===== src/rtl/water_valve_controller_pkg.sv =====
// Shared types and constants for the water dispenser (entry block and valve controller).
package water_dispenser_pkg;

  typedef enum logic [1:0] {
    ST_IDLE,
    ST_DISPENSE,
    ST_FAULT
  } state_t;

  localparam int AMOUNT_WIDTH_DEFAULT = 32;
  localparam int SWITCH_COUNT         = 10;

endpackage


===== src/rtl/water_valve_controller_if.sv =====
// Request/status bundle between the dispenser front end and the valve controller.
interface water_valve_controller_if #(
  parameter int AMOUNT_WIDTH = 32
);
  logic [AMOUNT_WIDTH-1:0] amount;
  logic                    start;
  logic                    abort;
  logic                    flow_pulse;
  logic                    valve_open;
  logic                    busy;
  logic                    done;
  logic                    aborted;
  logic                    fault;
  logic [AMOUNT_WIDTH-1:0] dispensed;
  logic [AMOUNT_WIDTH-1:0] remaining;

  modport master (
    output amount, start, abort, flow_pulse,
    input  valve_open, busy, done, aborted, fault, dispensed, remaining
  );

  modport slave (
    input  amount, start, abort, flow_pulse,
    output valve_open, busy, done, aborted, fault, dispensed, remaining
  );
endinterface


===== src/rtl/water_valve_controller_flow_edge_detector.sv =====
// Rising-edge detector for the flow meter; FLOW_SYNC_EN adds a 2-flop synchronizer in front.
module flow_edge_detector (
  input  logic clock,
  input  logic reset,
  input  logic flow_pulse,
  output logic flow_edge
);

`ifdef FLOW_SYNC_EN
  logic [1:0] sync;
  logic       prev;

  always_ff @(posedge clock or posedge reset) begin
    if (reset) begin
      sync <= '0;
      prev <= 1'b0;
    end else begin
      sync <= {sync[0], flow_pulse};
      prev <= sync[1];
    end
  end

  assign flow_edge = sync[1] & ~prev;
`else
  logic prev;

  always_ff @(posedge clock or posedge reset) begin
    if (reset) prev <= 1'b0;
    else       prev <= flow_pulse;
  end

  assign flow_edge = flow_pulse & ~prev;
`endif

endmodule


===== src/rtl/water_valve_controller.sv =====
// Valve controller: opens on start, counts flow-meter units, closes on completion/abort/timeout.
// Optional FLOW_SYNC_EN synchronizes flow_pulse inside flow_edge_detector.
module water_valve_controller
  import water_dispenser_pkg::*;
#(
  parameter int AMOUNT_WIDTH    = AMOUNT_WIDTH_DEFAULT,
  parameter int PULSES_PER_UNIT = 10,
  parameter int TIMEOUT_CYCLES  = 1000
) (
  input logic                     clock,
  input logic                     reset,
  water_valve_controller_if.slave vif
);

  localparam int PW = (PULSES_PER_UNIT > 1) ? $clog2(PULSES_PER_UNIT) : 1;
  localparam int TW = $clog2(TIMEOUT_CYCLES);
  localparam logic [PW-1:0] PULSE_LAST = PW'(PULSES_PER_UNIT - 1);
  localparam logic [TW-1:0] TMR_LOAD   = TW'(TIMEOUT_CYCLES - 1);

  state_t          state;
  logic [PW-1:0]   pulse_cnt;
  logic [TW-1:0]   tmr;
  logic            flow_edge;
  logic            unit_edge;
  logic            last_unit;

  flow_edge_detector u_edge (
    .clock      (clock),
    .reset      (reset),
    .flow_pulse (vif.flow_pulse),
    .flow_edge  (flow_edge)
  );

  assign unit_edge = flow_edge && (pulse_cnt == PULSE_LAST);
  assign last_unit = unit_edge && (vif.remaining == AMOUNT_WIDTH'(1));

  always_ff @(posedge clock or posedge reset) begin
    if (reset) begin
      state          <= ST_IDLE;
      pulse_cnt      <= '0;
      tmr            <= '0;
      vif.valve_open <= 1'b0;
      vif.busy       <= 1'b0;
      vif.done       <= 1'b0;
      vif.aborted    <= 1'b0;
      vif.fault      <= 1'b0;
      vif.dispensed  <= '0;
      vif.remaining  <= '0;
    end else begin
      vif.done    <= 1'b0;
      vif.aborted <= 1'b0;
      case (state)
        ST_IDLE: begin
          if (vif.start) begin
            vif.dispensed <= '0;
            if (vif.amount != '0) begin
              vif.remaining  <= vif.amount;
              vif.valve_open <= 1'b1;
              vif.busy       <= 1'b1;
              pulse_cnt      <= '0;
              tmr            <= TMR_LOAD;
              state          <= ST_DISPENSE;
            end else begin
              vif.remaining <= '0;
              vif.done      <= 1'b1;
            end
          end
        end

        ST_DISPENSE: begin
          // The edge is always counted; abort only decides which pulse reports the exit.
          if (flow_edge) begin
            tmr       <= TMR_LOAD;
            pulse_cnt <= unit_edge ? '0 : pulse_cnt + 1'b1;
            if (unit_edge) begin
              vif.dispensed <= vif.dispensed + 1'b1;
              vif.remaining <= vif.remaining - 1'b1;
            end
          end else if (tmr != '0) begin
            tmr <= tmr - 1'b1;
          end

          if (vif.abort) begin
            vif.aborted    <= 1'b1;
            vif.valve_open <= 1'b0;
            vif.busy       <= 1'b0;
            pulse_cnt      <= '0;
            state          <= ST_IDLE;
          end else if (last_unit) begin
            vif.done       <= 1'b1;
            vif.valve_open <= 1'b0;
            vif.busy       <= 1'b0;
            state          <= ST_IDLE;
          end else if (!flow_edge && tmr == '0) begin
            vif.fault      <= 1'b1;
            vif.valve_open <= 1'b0;
            vif.busy       <= 1'b0;
            state          <= ST_FAULT;
          end
        end

        ST_FAULT: begin
          if (vif.abort) begin
            vif.fault <= 1'b0;
            state     <= ST_IDLE;
          end
        end

        default: state <= ST_IDLE;
      endcase
    end
  end

endmodule


===== src/flat_wrapper.sv =====
// flat-port wrapper written by rule: the top's interface ports become plain ports
module water_valve_controller_flat import water_dispenser_pkg::*;
#(
  parameter int AMOUNT_WIDTH    = AMOUNT_WIDTH_DEFAULT,
  parameter int PULSES_PER_UNIT = 10,
  parameter int TIMEOUT_CYCLES  = 1000
)
  (clock, reset, vif_amount, vif_start, vif_abort, vif_flow_pulse, vif_valve_open, vif_busy, vif_done, vif_aborted, vif_fault, vif_dispensed, vif_remaining);
  water_valve_controller_if #(.AMOUNT_WIDTH(AMOUNT_WIDTH)) vif_i ();
  input logic clock;
  input logic reset;
  input wire logic [$bits(vif_i.amount)-1:0] vif_amount;
  input wire logic [$bits(vif_i.start)-1:0] vif_start;
  input wire logic [$bits(vif_i.abort)-1:0] vif_abort;
  input wire logic [$bits(vif_i.flow_pulse)-1:0] vif_flow_pulse;
  output wire logic [$bits(vif_i.valve_open)-1:0] vif_valve_open;
  output wire logic [$bits(vif_i.busy)-1:0] vif_busy;
  output wire logic [$bits(vif_i.done)-1:0] vif_done;
  output wire logic [$bits(vif_i.aborted)-1:0] vif_aborted;
  output wire logic [$bits(vif_i.fault)-1:0] vif_fault;
  output wire logic [$bits(vif_i.dispensed)-1:0] vif_dispensed;
  output wire logic [$bits(vif_i.remaining)-1:0] vif_remaining;
  assign vif_i.amount = vif_amount;
  assign vif_i.start = vif_start;
  assign vif_i.abort = vif_abort;
  assign vif_i.flow_pulse = vif_flow_pulse;
  assign vif_valve_open = vif_i.valve_open;
  assign vif_busy = vif_i.busy;
  assign vif_done = vif_i.done;
  assign vif_aborted = vif_i.aborted;
  assign vif_fault = vif_i.fault;
  assign vif_dispensed = vif_i.dispensed;
  assign vif_remaining = vif_i.remaining;
  water_valve_controller #(.AMOUNT_WIDTH(AMOUNT_WIDTH), .PULSES_PER_UNIT(PULSES_PER_UNIT), .TIMEOUT_CYCLES(TIMEOUT_CYCLES)) u_core (.clock(clock), .reset(reset), .vif(vif_i));
endmodule

===== config.mk =====
export PLATFORM = sky130hd
export DESIGN_NAME = water_valve_controller_flat
export DESIGN_NICKNAME = d
export VERILOG_FILES = /design/src/rtl/water_valve_controller_pkg.sv /design/src/rtl/water_valve_controller_if.sv /design/src/rtl/water_valve_controller_flow_edge_detector.sv /design/src/rtl/water_valve_controller.sv /design/src/flat_wrapper.sv
export SDC_FILE = /design/constraint.sdc
export NUM_CORES = 1
export LEC_CHECK = 0
export CAP_MARGIN = 20
export CELL_PAD_IN_SITES_DETAIL_PLACEMENT = 1
export CELL_PAD_IN_SITES_GLOBAL_PLACEMENT = 1
export CORE_MARGIN = 2
export CORE_UTILIZATION = 43
export CTS_BUF_LIST = sky130_fd_sc_hd__clkbuf_4
export CTS_CLUSTER_DIAMETER = 60
export DETAILED_ROUTE_END_ITERATION = 10
export GPL_ROUTABILITY_DRIVEN = 1
export HOLD_SLACK_MARGIN = 0.06
export PLACE_DENSITY_LB_ADDON = 0.1
export SYNTH_ARGS = -nofsm -noshare
export SYNTH_HDL_FRONTEND = slang
export SYNTH_HIERARCHICAL = 1
export SYNTH_SLANG_ARGS = --single-unit

===== constraint.sdc =====
create_clock -name clock -period 4.7 [get_ports clock]
set_input_delay 0.94 -clock clock [delete_from_list [all_inputs] [get_ports clock]]
set_output_delay 0.94 -clock clock [all_outputs]
set_load 0.03 [all_outputs]

==> report_table.html <==
<table>
<tr><th>Metric</th><th>Value</th></tr>
<tr><th colspan="2">Run status</th></tr>
<tr><td>Run status</td><td>completed</td></tr>
<tr><th colspan="2">CTS</th></tr>
<tr><td>Number of buffers added to fix hold violations after cts</td><td>0</td></tr>
<tr><td>Worst skew pair latency</td><td>0.46 ns</td></tr>
<tr><td>Number of post-CTS setup repair buffers</td><td>0</td></tr>
<tr><td>Maximum level of the CTS H-tree</td><td>3</td></tr>
<tr><td>CTS buffer count</td><td>9</td></tr>
<tr><td>TritonCTS clock tree</td><td>yes</td></tr>
<tr><td>Clock net sink count</td><td>85</td></tr>
<tr><td>Post-cts resize count</td><td>0</td></tr>
<tr><td>Clock Tree Buf Depth</td><td>2</td></tr>
<tr><td>Clock Pin Slew Worst Setup and Hold Paths</td><td>0.14 ns</td></tr>
<tr><td>Root buffer selected by CTS</td><td>sky130_fd_sc_hd__clkbuf_4</td></tr>
<tr><th colspan="2">Timing</th></tr>
<tr><td>Max Slew Vio Count</td><td>0</td></tr>
<tr><td>RSZ-0062 raised after global routing</td><td>false</td></tr>
<tr><td>Setup slack of the critical path after layout</td><td>1.40 ns</td></tr>
<tr><td>Final Hold Viols</td><td>0</td></tr>
<tr><td>Slew @ Worst Pin</td><td>1.06 ns</td></tr>
<tr><td>Part of the cycle the worst path needs</td><td>70.2%</td></tr>
<tr><td>Shortest clock period the worst path allows after layout</td><td>3.30 ns</td></tr>
<tr><td>Worst Skew</td><td>0.0150 ns</td></tr>
<tr><td>Total of endpoints with negative setup slack in the final report</td><td>0</td></tr>
<tr><td>Setup tns final</td><td>0 ns</td></tr>
<tr><td>Slew HR</td><td>29.5%</td></tr>
<tr><td>Maximum operating frequency</td><td>0.303 GHz</td></tr>
<tr><th colspan="2">Global route</th></tr>
<tr><td>Number of global-route vias before repair</td><td>4,984</td></tr>
<tr><td>Maximum number of pins on one net before global-route repair</td><td>58</td></tr>
<tr><td>Global route total overflow</td><td>0</td></tr>
<tr><td>Global-route wire length before repair</td><td>26.2 mm</td></tr>
<tr><td>Overall track demand over capacity in global routing</td><td>26.2%</td></tr>
<tr><td>Antenna violations before repair</td><td>0</td></tr>
<tr><th colspan="2">Route</th></tr>
<tr><td>Post-detailed-route wirelength per cell</td><td>20.0 um</td></tr>
<tr><td>Vias per inst</td><td>6.14</td></tr>
<tr><td>Count of vias placed by the detailed router</td><td>4,959</td></tr>
<tr><td>Pre-antenna DRT Iters</td><td>4</td></tr>
<tr><td>Number of remaining DRC errors</td><td>0</td></tr>
<tr><td>Antenna-violating nets left</td><td>0</td></tr>
<tr><td>Number of DRC markers after the initial detailed-route iteration</td><td>293</td></tr>
<tr><td>Aggregate routed wire length</td><td>16.2 mm</td></tr>
<tr><th colspan="2">Die</th></tr>
<tr><td>Chip Width</td><td>111 um</td></tr>
<tr><td>I/O pins</td><td>106</td></tr>
<tr><td>Std-Cell Rows</td><td>39</td></tr>
<tr><td>Total die area</td><td>12,400 um^2</td></tr>
<tr><td>Die height</td><td>111 um</td></tr>
<tr><td>Area of the core</td><td>11,300 um^2</td></tr>
<tr><td>Starting Density</td><td>43.6%</td></tr>
<tr><th colspan="2">Layout</th></tr>
<tr><td>Post-route design area</td><td>6250 um^2</td></tr>
<tr><td>Post-layout nets</td><td>703</td></tr>
<tr><td>Fraction of layout instances using a drive strength above 1</td><td>5.87%</td></tr>
<tr><td>Most common cell after layout, fill and taps aside</td><td>sky130_fd_sc_hd__clkdlybuf4s50_1</td></tr>
<tr><td>Antenna diode count</td><td>0</td></tr>
<tr><td>Signed area change from the synthesized netlist to the final layout</td><td>26.4%</td></tr>
<tr><td>Post-layout utilization of the core</td><td>55.2%</td></tr>
<tr><td>Filler Cell Count</td><td>1,353</td></tr>
<tr><td>Commonest cells after routing, fill and taps aside</td><td>sky130_fd_sc_hd__clkdlybuf4s50_1 (105), sky130_fd_sc_hd__dfrtp_1 (85), sky130_fd_sc_hd__nand2_1 (61)</td></tr>
<tr><th colspan="2">Logic synthesis</th></tr>
<tr><td>Number of synthesis warnings</td><td>6</td></tr>
<tr><td>Unique cell type count in the Yosys netlist</td><td>66</td></tr>
<tr><td>Synth Net Count</td><td>608</td></tr>
<tr><td>Number of enable flip-flop cells after synthesis</td><td>0</td></tr>
<tr><td>Sequential element share of the synthesized area</td><td>43.0%</td></tr>
<tr><td>Main flop type after synthesis</td><td>sky130_fd_sc_hd__dfrtp_1</td></tr>
<tr><td>Yosys reg bits</td><td>85</td></tr>
<tr><td>Gate count after technology mapping</td><td>564</td></tr>
<tr><td>Per-instance average area after synthesis</td><td>8.76 um^2</td></tr>
<tr><td>Proportion of register bits with asynchronous set or reset after synthesis</td><td>100%</td></tr>
<tr><td>Netlist area before placement</td><td>4940 um^2</td></tr>
<tr><th colspan="2">Pwr</th></tr>
<tr><td>Sw frac</td><td>40.7%</td></tr>
<tr><td>Power per Cell Area</td><td>330 nW/um^2</td></tr>
<tr><td>Peak VDD IR</td><td>0.195 mV</td></tr>
<tr><td>Fraction of power consumed by combinational cells</td><td>35.7%</td></tr>
<tr><td>Psw</td><td>0.838 mW</td></tr>
<tr><td>Leakage Power</td><td>2.38 nW</td></tr>
<tr><td>Reg power frac</td><td>46.3%</td></tr>
<tr><td>Cell Int Power</td><td>1.22 mW</td></tr>
<tr><td>Clock network fraction of total power</td><td>18.0%</td></tr>
<tr><th colspan="2">Worst setup path</th></tr>
<tr><td>Endpoint kind of the worst setup timing path</td><td>flop</td></tr>
<tr><td>FF-to-FF path depth</td><td>7</td></tr>
<tr><td>Endpoint of the worst-slack reg-to-reg timing path</td><td>u_core/vif.remaining[28]</td></tr>
<tr><td>Crit Path Category</td><td>input pin to flop</td></tr>
<tr><td>Data arrival time at the worst-slack endpoint</td><td>3.68 ns</td></tr>
<tr><td>Required time worst endpoint</td><td>5.08 ns</td></tr>
<tr><td>First element of the critical path</td><td>vif_flow_pulse</td></tr>
<tr><td>Worst-case register-to-register setup slack</td><td>1.51 ns</td></tr>
<tr><td>Crit Reg-Reg Startpoint</td><td>u_core/vif.remaining[0]</td></tr>
<tr><td>Crit path launch type</td><td>input pin</td></tr>
<tr><td>Critical Path End</td><td>u_core/vif.dispensed[24]</td></tr>
<tr><td>Maximum fanout encountered on the critical timing path</td><td>20</td></tr>
<tr><th colspan="2">Place</th></tr>
<tr><td>Worst Setup Slack post-DPL</td><td>0.952 ns</td></tr>
<tr><td>Final GP Congestion</td><td>0.818</td></tr>
<tr><td>Placed standard-cell area</td><td>6110 um^2</td></tr>
<tr><td>Count of buffers from port buffering</td><td>105</td></tr>
<tr><td>DP Wirelength</td><td>11.5 mm</td></tr>
<tr><th colspan="2">Run</th></tr>
<tr><td>Count of max-cap constraint violations</td><td>0</td></tr>
<tr><th colspan="2">Min path</th></tr>
<tr><td>Worst min-delay path class</td><td>flop to flop</td></tr>
<tr><td>Hold path startpoint</td><td>u_core/tmr[0]</td></tr>
</table>
## synthesized netlist by cell type, types with 6 or more instances
| library cell | instances | share of area (%) |
|---|---|---|
| sky130_fd_sc_hd__dfrtp_1 | 85 | 43 |
| sky130_fd_sc_hd__nand2_1 | 61 | 4.6 |
| sky130_fd_sc_hd__nor2_1 | 45 | 3.4 |
| sky130_fd_sc_hd__a21oi_1 | 41 | 4.2 |
| sky130_fd_sc_hd__o21ai_0 | 35 | 3.5 |
| sky130_fd_sc_hd__nand3_1 | 26 | 2.6 |
| sky130_fd_sc_hd__nor3_1 | 25 | 2.5 |
| sky130_fd_sc_hd__clkbuf_1 | 24 | 1.8 |
| sky130_fd_sc_hd__nor4_1 | 18 | 2.3 |
| sky130_fd_sc_hd__or3_1 | 17 | 2.2 |
| sky130_fd_sc_hd__inv_1 | 14 | 1.1 |
| sky130_fd_sc_hd__or4_1 | 13 | 2.0 |
| sky130_fd_sc_hd__nand4_1 | 11 | 1.4 |
| sky130_fd_sc_hd__o31ai_1 | 10 | 1.5 |
| sky130_fd_sc_hd__a31oi_1 | 8 | 1.0 |
| sky130_fd_sc_hd__and3_1 | 8 | 1.0 |
| sky130_fd_sc_hd__xnor2_1 | 8 | 1.4 |
| sky130_fd_sc_hd__a2bb2oi_1 | 7 | 1.2 |
| sky130_fd_sc_hd__ha_1 | 7 | 1.8 |
| sky130_fd_sc_hd__mux2i_1 | 7 | 1.4 |
| sky130_fd_sc_hd__a32oi_1 | 6 | 1.1 |
| sky130_fd_sc_hd__o41ai_1 | 6 | 1.1 |
## per-layer routing
layer | vias up | routed length (um) | track usage [%]
met5 | - | 0 | 0
met4 | 0 | 203 | 7.49
met3 | 16 | 774 | 4.87
met2 | 117 | 7990 | 44.1
met1 | 2507 | 7190 | 34.6
li1 | 2319 | - | -
## cell families after synthesis
kind of cell	Yosys count	synth area share (%)
compound gates	150	20.0
xor+xnor	11	1.95
fa+ha+maj	7	1.77
buf+inv	45	3.65
flops	85	43.0
mux	9	1.87
simple gates	257	27.8
## worst min path at each step
stage / to / slack [ns] / cells after the start
floorplan: u_core/pulse_cnt[3] / 0.47 / 1
global placement: u_core/pulse_cnt[3] / 0.50 / 1
detailed placement: u_core/pulse_cnt[3] / 0.50 / 1
CTS: u_core/pulse_cnt[3] / 0.52 / 1
global route: u_core/pulse_cnt[3] / 0.57 / 1
finish: u_core/tmr[0] / 0.54 / 1
## power by group through the flow
stage                     combinational [mW]  clock [mW]  sequential, mW
after floorplan                        0.290           0            1.08
after global placement                 0.707           0           0.960
after detailed placement               0.730           0           0.968
after CTS                              0.732       0.383           0.953
after global routing                   0.785       0.417           0.973
final                                  0.736       0.371           0.954
## through the flow
step	total power, mW	instances	hold WS [ns]
2_1_floorplan	1.37	564	0.469
3_3_place_gp	1.67	790	0.495
3_5_place_dp	1.70	790	0.504
4_1_cts	2.07	806	0.523
5_1_grt	2.18	807	0.570
6_report	2.06	807	0.539
## final cells by class
cell class                      count  area [um^2]  area share [%]
Multi-Input combinational cell    434         2640            42.2
Sequential cell                    85         2130            34.0
Timing Repair Buffer              115         1150            18.3
Tap cell                          143          179            2.86
Clock buffer                       10         75.1            1.20
Inverter                           14         53.8           0.861
Clock inverter                      6         30.0           0.481
## worst max-delay path, stage by stage
cell                              delay, ns
sky130_fd_sc_hd__clkdlybuf4s50_1       0.49
sky130_fd_sc_hd__nor2b_4               0.23
sky130_fd_sc_hd__and4b_1               0.30
sky130_fd_sc_hd__a21oi_2               0.10
sky130_fd_sc_hd__or4_1                 0.82
sky130_fd_sc_hd__or4_1                 0.61
sky130_fd_sc_hd__a21oi_1               0.19
## registers in the layout, summed over array words and instances, names as in the netlist
name,cells
u_core/pulse_cnt,4
u_core/vif.aborted,1
u_core/state,2
u_core/vif.dispensed,32
u_core/vif.busy,1
u_core/vif.done,1
u_core/tmr,10
u_core/vif.remaining,32
u_core/u_edge/prev,1
u_core/vif.fault,1
Power figures use the tool's default switching activity.
